File: src/rtl/arcade_input_mapper.sv
// arcade_input_mapper: joystick/coin/DIP front end between hps_io and a game core (option: INPUT_ACTIVE_LOW_EN inverts dir/btn/coin outputs)
module arcade_input_mapper #(
   parameter int          NUM_PLAYERS = 2,
   parameter int          NUM_BUTTONS = 4,
   parameter int          NUM_COINS   = 2,
   parameter int          NUM_DSW     = 2,
   parameter logic [15:0] COIN_HOLD   = 16'd48000,
   parameter logic [7:0]  MODE_INDEX  = 8'd1
) (
   input  logic                               clk_sys,
   input  logic                               reset,
   input  logic                               ioctl_wr,
   input  logic [7:0]                         ioctl_index,
   input  logic [26:0]                        ioctl_addr,
   input  logic [15:0]                        ioctl_dout,
   input  logic [16*NUM_PLAYERS-1:0]          joy,
   input  logic [NUM_COINS-1:0]               coin_in,
   output logic [4*NUM_PLAYERS-1:0]           dir_out,
   output logic [NUM_BUTTONS*NUM_PLAYERS-1:0] btn_out,
   output logic [NUM_COINS-1:0]               coin_out,
   output logic [8*NUM_DSW-1:0]               dsw,
   output logic [7:0]                         mode
);
`ifdef INPUT_ACTIVE_LOW_EN
   localparam logic P_INV = 1'b1;
`else
   localparam logic P_INV = 1'b0;
`endif

   logic [4*NUM_PLAYERS-1:0]           r_dir;
   logic [NUM_BUTTONS*NUM_PLAYERS-1:0] r_btn;
   logic [NUM_COINS-1:0]               r_coin, r_act, r_coin_prev;
   logic [15:0]                        r_cnt [NUM_COINS];
   logic [3:0]                         r_prev [NUM_PLAYERS];
   logic [3:0]                         r_last [NUM_PLAYERS];
   logic [8*NUM_DSW-1:0]               r_dsw = '0;
   logic [7:0]                         r_mode = '0;
   logic [3:0]                         w_j [NUM_PLAYERS];
   logic [3:0]                         w_rise [NUM_PLAYERS];
   logic [3:0]                         w_hold [NUM_PLAYERS];
   logic [3:0]                         w_dir [NUM_PLAYERS];
   logic [NUM_PLAYERS-1:0]             w_unused_joy;
   logic                               w_unused;
   logic                               w_dsw_wr, w_mode_wr;

   // one-hot of the highest-priority held direction: up > down > left > right
   function automatic logic [3:0] prio(input logic [3:0] m);
      return m[3] ? 4'b1000 : m[2] ? 4'b0100 : m[1] ? 4'b0010 : m[0] ? 4'b0001 : 4'b0000;
   endfunction

   assign w_dsw_wr  = ioctl_wr && ioctl_index == 8'd254 && ioctl_addr[24:3] == '0;
   assign w_mode_wr = ioctl_wr && ioctl_index == MODE_INDEX;
   assign w_unused  = ^{ioctl_addr[26:25], ioctl_dout[15:8], w_unused_joy};

   // SOCD-neutral directions, 4-way selection and per-mode restriction
   always_comb begin
      for (int p = 0; p < NUM_PLAYERS; p++) begin
         w_j[p]          = {(joy[16*p+3] & joy[16*p+2]) ? 2'b00 : joy[16*p+2 +: 2],
                            (joy[16*p+1] & joy[16*p])   ? 2'b00 : joy[16*p +: 2]};
         w_rise[p]       = w_j[p] & ~r_prev[p];
         w_hold[p]       = |(r_last[p] & w_j[p]) ? r_last[p] : prio(w_j[p]);
         w_dir[p]        = r_mode[1:0] == 2'd1 ? w_hold[p] :
                           r_mode[1:0] == 2'd2 ? (w_j[p] & 4'b0011) :
                           r_mode[1:0] == 2'd3 ? (w_j[p] & 4'b1100) : w_j[p];
         w_unused_joy[p] = ^joy[16*p+4+NUM_BUTTONS +: 12-NUM_BUTTONS];
      end
   end

   // download capture of DIP bytes and mode byte; deliberately untouched by reset
   always_ff @(posedge clk_sys) begin
      for (int k = 0; k < NUM_DSW; k++)
         if (w_dsw_wr && ioctl_addr[2:0] == 3'(k)) r_dsw[8*k +: 8] <= ioctl_dout[7:0];
      if (w_mode_wr) r_mode <= ioctl_dout[7:0];
   end

   // registered player outputs, 4-way history and coin stretchers
   always_ff @(posedge clk_sys) begin
      if (reset) begin
         r_dir       <= {4*NUM_PLAYERS{P_INV}};
         r_btn       <= {NUM_BUTTONS*NUM_PLAYERS{P_INV}};
         r_coin      <= {NUM_COINS{P_INV}};
         r_act       <= '0;
         r_coin_prev <= '0;
         for (int c = 0; c < NUM_COINS; c++) r_cnt[c] <= '0;
         for (int p = 0; p < NUM_PLAYERS; p++) begin
            r_prev[p] <= '0;
            r_last[p] <= '0;
         end
      end else begin
         for (int p = 0; p < NUM_PLAYERS; p++) begin
            r_dir[4*p +: 4]                     <= w_dir[p] ^ {4{P_INV}};
            r_btn[NUM_BUTTONS*p +: NUM_BUTTONS] <= joy[16*p+4 +: NUM_BUTTONS] ^ {NUM_BUTTONS{P_INV}};
            r_prev[p]                           <= w_j[p];
            r_last[p]                           <= w_mode_wr ? 4'b0000 : |w_rise[p] ? prio(w_rise[p]) : w_hold[p];
         end
         r_coin_prev <= coin_in;
         for (int c = 0; c < NUM_COINS; c++) begin
            if (r_act[c]) begin
               if (r_cnt[c] == '0) begin
                  r_act[c]  <= 1'b0;
                  r_coin[c] <= P_INV;
               end else begin
                  r_cnt[c] <= r_cnt[c] - 16'd1;
               end
            end else if (coin_in[c] && !r_coin_prev[c]) begin
               r_act[c]  <= 1'b1;
               r_coin[c] <= ~P_INV;
               r_cnt[c]  <= COIN_HOLD - 16'd1;
            end
         end
      end
   end

   assign dir_out  = r_dir;
   assign btn_out  = r_btn;
   assign coin_out = r_coin;
   assign dsw      = r_dsw;
   assign mode     = r_mode;
endmodule

File: config.mk
export PLATFORM = sky130hd
export DESIGN_NAME = arcade_input_mapper
export DESIGN_NICKNAME = d
export VERILOG_FILES = /design/src/rtl/arcade_input_mapper.sv
export SDC_FILE = /design/constraint.sdc
export NUM_CORES = 1
export LEC_CHECK = 0
export CAP_MARGIN = 0
export CORE_ASPECT_RATIO = 1.4
export CORE_MARGIN = 2
export CORE_UTILIZATION = 50
export DETAILED_ROUTE_END_ITERATION = 8
export GPL_ROUTABILITY_DRIVEN = 0
export HOLD_SLACK_MARGIN = 0.1
export PLACE_DENSITY = 0.84
export SLEW_MARGIN = 20
export SYNTH_ARGS = -nofsm -noshare
export SYNTH_HDL_FRONTEND = slang
export SYNTH_SLANG_ARGS = --single-unit
export TNS_END_PERCENT = 50
File: constraint.sdc
create_clock -name clk_sys -period 4 [get_ports clk_sys]
set_input_delay 0.4 -clock clk_sys [delete_from_list [all_inputs] [get_ports clk_sys]]
set_output_delay 0.4 -clock clk_sys [all_outputs]
set_load 0.05 [all_outputs]
==> results_dict.tcl, run 1 <==
set metrics [dict create \
    ys_seq_elements 94 \
    yosysMostFrequentCell "dfxtp_1" \
    relSlewSlack 0.338 \
    fillers 688 \
    dp_cells 595 \
    cp.arrival_ps 2680 \
    synth_area_per_cell_um2 10.8 \
    required_ps 4170 \
    clkTransAtPathRegs_ps 70 \
    die_width_um 82.8 \
    ys_seq_area_frac 0.525 \
    ant_nets 0 \
    fin_area_um2 5700 \
    crit_slowest_cell "a41oi_1" \
    fmax_ghz 0.400 \
    power_uw 2320 \
    ys.warnings.count 0 \
    async_flop_share 0 \
    max_stage_delay_ps 570 \
    place_hpwl_um 7550 \
    finalClockSkew_ps 9.12 \
    final_max_slew_viol_count 0 \
    synth_top_area_cell "edfxtp_1" \
    critPathKind "flop to flop" \
    hold_buffers 0 \
    hold-worst-slack_ps 488 \
    cts_tree "built" \
    cts-resized-gates 0 \
    syn_inst 403 \
    postCtsSetupBuffers 0 \
    seq_power_share 0.485 \
    routed_wl_um 10300 \
    mappedNetlistArea_um2 4350 \
    r2r_end "r_cnt[0][7]$_SDFFCE_PP0P_" \
    cts-root-buf "clkbuf_16" \
    ios 130 \
    switching_power_uw 637 \
    synth_edf_count 40 \
    path_max_fanout 16 \
    first_pass_iters 5 \
    grt_util_met2 0.393 \
    max_cap_violations 0 \
    reg2reg_depth 6 \
    power_density_nw_per_um2 407 \
    grt_pass1_wl_um 16900 \
    clockBufferDepth 2 \
    nets 592 \
    synth.cells.most_frequent "dfxtp_1, edfxtp_1, nor2_1, inv_1" \
    drc 0 \
    setup.worst_path.end_class "flop" \
    outcome "finished clean" \
    vias 3754 \
    crit_start "r_cnt[1][0]$_SDFFE_PP1P_" \
    start_util 0.511 \
    drive_gt1_frac 0.0672 \
    grt_usage 0.220 \
    synth_nets 494 \
    synthTopCellsByArea "edfxtp_1, dfxtp_1, nor2_1" \
    startpoint_type "flop" \
    final-setup-viol-count 0 \
    yosys.area.top_type_share 0.276 \
    core_um2 8510 \
    r2r_start "r_cnt[1][0]$_SDFFE_PP1P_" \
    area_growth_pct 31.2 \
    worstSkewPairLatency_ps 350 \
    antenna_cells 0 \
    drt-initial-drc-count 269 \
    grt_use_met3 0.0771 \
    hp-class "flop to flop" \
    wl_per_cell_um 16.8 \
    overflow 0 \
    crit_end "r_cnt[0][7]$_SDFFCE_PP0P_" \
    antenna_found_initial 0 \
    p_int_uw 1690 \
    r2r_slack_ps 1500 \
    grt_max_degree 56 \
    period_share 0.626 \
    path_buf_inv 1 \
    worst_pin_slew_ps 991 \
    num_rows 40 \
    io_buffer_count 103 \
    min_period_ps 2500 \
    htree_levels 3 \
    grt_pass1_vias 3683 \
    cts_buffers 9 \
    p_comb_frac 0.167 \
    ys.flop_type "dfxtp_1" \
    postPlaceCellArea_um2 5430 \
    fin_cells 611 \
    tns_ps 0 \
    yosysUniqueCellTypes 66 \
    worst-path-stages 6 \
    clkPwrFrac 0.348 \
    finalHoldViolations 0 \
    cellLeakagePower_uw 0.00196 \
    die_area_um2 9470 \
    crit_family "compound AO/OA/AOI/OAI gates" \
    die_y_um 114 \
    cts.sinks 94 \
    vdd_drop_max_mv 0.327 \
    vias_per_cell 6.14 \
    use_met1 0.236 \
    rsz0062_at_grt "no" \
    grt.busiest_layer "met2" \
    swShare 0.274 \
    crit_path_cell_trace "inv_1, ha_1, nor3b_1, a41oi_1, nand2b_1, a211oi_1" \
]
## registers in the layout, indices dropped and copies added (netlist names)
name	count
dsw	16
r_act	2
coin_out	2
mode	8
r_prev	8
r_coin_prev	2
r_cnt	32
r_last	8
dir_out	8
btn_out	8
## worst register-to-register path: stages (launching register included)
cell	delay, ps
dfxtp_1	400
inv_1	70
ha_1	240
nor3b_1	180
a41oi_1	570
nand2b_1	520
a211oi_1	360
## power groups by stage
| stage | clock [µW] | combinational [µW] | sequential (µW) |
|---|---|---|---|
| global route | 855 | 425 | 1140 |
| finish | 808 | 389 | 1130 |
| detailed placement | 0 | 385 | 1150 |
| floorplan | 0 | 238 | 1160 |
| global placement | 0 | 373 | 1140 |
| CTS | 825 | 387 | 1130 |
## worst min-delay path by stage
stage | from | depth (start not counted) | slack (ps) | endpoint
2_1_floorplan | r_last[0][2]$_SDFF_PP0_ | 1 | 460 | r_last[0][2]$_SDFF_PP0_
3_3_place_gp | coin_out[1]$_SDFFE_PP0P_ | 2 | 470 | coin_out[1]$_SDFFE_PP0P_
3_5_place_dp | coin_out[1]$_SDFFE_PP0P_ | 2 | 480 | coin_out[1]$_SDFFE_PP0P_
4_1_cts | coin_out[1]$_SDFFE_PP0P_ | 2 | 490 | coin_out[1]$_SDFFE_PP0P_
5_1_grt | coin_out[1]$_SDFFE_PP0P_ | 2 | 520 | coin_out[1]$_SDFFE_PP0P_
6_report | coin_out[1]$_SDFFE_PP0P_ | 2 | 490 | coin_out[1]$_SDFFE_PP0P_
## kinds of logic (layout without fill, tap and decap cells)
logic type	Yosys count	after routing	synth area share
AO/OA/AOI/OAI	87	87	0.153
XOR/XNOR	15	15	0.0302
adder cells (fa/ha/maj)	3	3	0.00863
buffers and inverters	34	137	0.0348
flip-flops	94	94	0.525
multiplexers	1	1	0.00230
AND/OR/NAND/NOR	169	169	0.247
## per-stage QoR
stage | util | setup WS, ps
final | 0.670 | 1500
after global routing | 0.670 | 1280
after CTS | 0.670 | 1510
after detailed placement | 0.638 | 1200
after global placement | 0.638 | 1220
after floorplan | - | 1930
## placed cells by master (no fill, tap or decap), drive strengths merged, types with 10 or more instances in the layout
cell type	n
clkbuf	12
nor2b	14
or4	11
nor3	15
xnor2	10
inv	18
a31oi	14
edfxtp	40
clkdlybuf4s50	102
nand3b	10
nor4	16
nand3	12
nor2	27
dfxtp	54
a22oi	12
## final cells by class
type | count | area, µm² | area share
sequential | 94 | 2280 | 0.400
multi-input combinational | 275 | 1920 | 0.336
timing repair buffer | 104 | 1030 | 0.181
clock buffer | 12 | 246 | 0.0432
tap | 105 | 131 | 0.0230
inverter | 17 | 63.8 | 0.0112
clock inverter | 4 | 31.3 | 0.00548
## per-layer routing
metal / share of wire / vias to the layer above
li1: - / 1777
met1: 0.37 / 1801
met2: 0.53 / 161
met3: 0.079 / 15
met4: 0.020 / 0
met5: 0 / -
No activity file was read; power rests on OpenSTA's default activity.
==> run 2, diff against run 1 <==
--- a/config.mk
+++ b/config.mk
@@ -8,11 +8,11 @@
 export CAP_MARGIN = 0
 export CORE_ASPECT_RATIO = 1.4
 export CORE_MARGIN = 2
-export CORE_UTILIZATION = 50
+export CORE_UTILIZATION = 47
 export DETAILED_ROUTE_END_ITERATION = 8
 export GPL_ROUTABILITY_DRIVEN = 0
 export HOLD_SLACK_MARGIN = 0.1
-export PLACE_DENSITY = 0.84
+export PLACE_DENSITY = 0.8
 export SLEW_MARGIN = 20
 export SYNTH_ARGS = -nofsm -noshare
 export SYNTH_HDL_FRONTEND = slang
==> constraint.sdc (replaced) <==
create_clock -name clk_sys -period 2.55 [get_ports clk_sys]
set_input_delay 0.255 -clock clk_sys [delete_from_list [all_inputs] [get_ports clk_sys]]
set_output_delay 0.255 -clock clk_sys [all_outputs]
set_load 0.05 [all_outputs]
==> run 2 against run 1 <==
  * Clock power rose by 62%
  * Cell area up 1.6%
  * Sequential share of layout area shrank 0.61 points
  * Critical path type unchanged
  * Critical endpoint is now r_cnt[0][13]$_SDFFCE_PN0P_
==> results_dict.tcl, run 2 (same netlist as run 1, synthesis figures left out) <==
set metrics [dict create \
    core_um2 9030 \
    dp_slack_ps 247 \
    fillers 725 \
    nets 600 \
    cts_buffers 9 \
    r2r_slack_ps 370 \
    layout_common_cells "clkdlybuf4s50_1, dfxtp_1, edfxtp_1, nor2_1, inv_1" \
    ios 130 \
    htree_levels 3 \
    startpoint_type "flop" \
    period_share 0.856 \
    max_stage_delay_ps 500 \
    power_density_nw_per_um2 641 \
    drt-initial-drc-count 222 \
    path_max_fanout 16 \
    antenna_cells 0 \
    layout_commonest_cell "clkdlybuf4s50_1" \
    outcome "finished clean" \
    worst_pin_slew_ps 640 \
    crit_start "r_cnt[1][0]$_SDFFE_PP1P_" \
    antenna_found_initial 0 \
    cts-resized-gates 0 \
    grt_pass1_vias 3827 \
    crit_path_cell_trace "inv_1, ha_1, nor3b_1, a41oi_1, nand2b_1, a22oi_1" \
    finalWorstSetupSlack_ps 368 \
    overflow 0 \
    relSlewSlack 0.567 \
    wl_per_cell_um 16.9 \
    largest_reg_flops 32 \
    crit_slowest_cell "nand2b_1" \
    finalHoldViolations 0 \
    postCtsSetupBuffers 0 \
    first_pass_iters 5 \
    drive_gt1_frac 0.0817 \
    grt_max_degree 30 \
    fin_area_um2 5790 \
    seqCellArea_um2 2280 \
    hp-class "input pin to flop" \
    cts-root-buf "clkbuf_16" \
    start_util 0.482 \
    rsz0062_at_grt "no" \
    final_max_slew_viol_count 0 \
    r2r_start "r_cnt[1][0]$_SDFFE_PP1P_" \
    die_area_um2 10100 \
    final-setup-viol-count 0 \
    die_y_um 118 \
    die_width_um 85.3 \
    required_ps 2600 \
    drc 0 \
    vdd_drop_max_mv 0.427 \
    crit_end "r_cnt[0][13]$_SDFFCE_PN0P_" \
    place_hpwl_um 7520 \
    ant_nets 0 \
    clockBufferDepth 2 \
    num_rows 41 \
    multi_input_comb_area_um2 1920 \
    regMostFlops "r_cnt" \
    worstSkewPairLatency_ps 340 \
    grt_pass1_wl_um 17600 \
    cellLeakagePower_uw 0.00201 \
    vias_per_cell 6.08 \
    reg2reg_depth 6 \
    io_buffer_count 103 \
    utilization 0.642 \
    area_growth_pct 33.2 \
    hold_buffers 0 \
    grt_usage 0.216 \
    vias 3775 \
    cts_tree "built" \
    setup.worst_path.end_class "flop" \
    max_cap_violations 0 \
    fmax_ghz 0.458 \
    cp.arrival_ps 2240 \
    finalClockSkew_ps 5.55 \
    critPathKind "flop to flop" \
    r2r_end "r_cnt[0][13]$_SDFFCE_PN0P_" \
    cts.sinks 94 \
    min_period_ps 2180 \
    hold-worst-slack_ps 405 \
    postPlaceCellArea_um2 5500 \
    tns_ps 0 \
    clkTransAtPathRegs_ps 70 \
    routed_wl_um 10500 \
]
-- run 2: metal layers --
layer,part of all wire,global-route usage
met5,0,0
met4,0.032,0.0863
met3,0.074,0.0771
met2,0.52,0.371
met1,0.38,0.238
-- run 2: worst max-delay path, delay by kind of cell, from the launching register on --
kind / cells / cell delay (ps)
simple gates: 2 / 850
compound gates: 2 / 410
flops: 1 / 350
fa+ha+maj: 1 / 220
buf+inv: 1 / 80
-- run 2: power by group --
| group | internal [µW] | leakage, µW | switching (µW) | total, µW |
|---|---|---|---|---|
| Clock | 762 | 0.000136 | 552 | 1310 |
| Sequential | 1670 | 0.000831 | 104 | 1770 |
| Combinational | 299 | 0.00104 | 332 | 630 |
-- run 2: layout make-up --
class                   instances  share of cell area
well taps                     107              0.0231
multi-input cells             275               0.331
repair buffers                112               0.191
flip-flops and latches         94               0.394
clock inverters                 5              0.0102
clock buffers                  11              0.0402
inverters                      17              0.0110
-- run 2: worst min-delay path by stage --
| stage | from | end | slack [ps] | depth (start not counted) |
|---|---|---|---|---|
| final | reset | r_prev[0][6]$_SDFF_PP0_ | 410 | 2 |
| after global routing | reset | r_prev[0][6]$_SDFF_PP0_ | 430 | 2 |
| after CTS | reset | r_prev[0][6]$_SDFF_PP0_ | 400 | 2 |
| after detailed placement | r_prev[0][0]$_SDFF_PP0_ | r_last[0][1]$_SDFF_PP0_ | 490 | 2 |
| after global placement | coin_out[1]$_SDFFE_PP0P_ | coin_out[1]$_SDFFE_PP0P_ | 470 | 2 |
| after floorplan | ioctl_dout[0] | dsw[0]$_DFFE_PP_ | 350 | 0 |
-- run 2: metrics by stage --
step | std cells | total power [µW]
finish | 621 | 3720
global route | 621 | 3880
CTS | 621 | 3740
detailed placement | 605 | 2420
global placement | 605 | 2390
floorplan | 403 | 2190
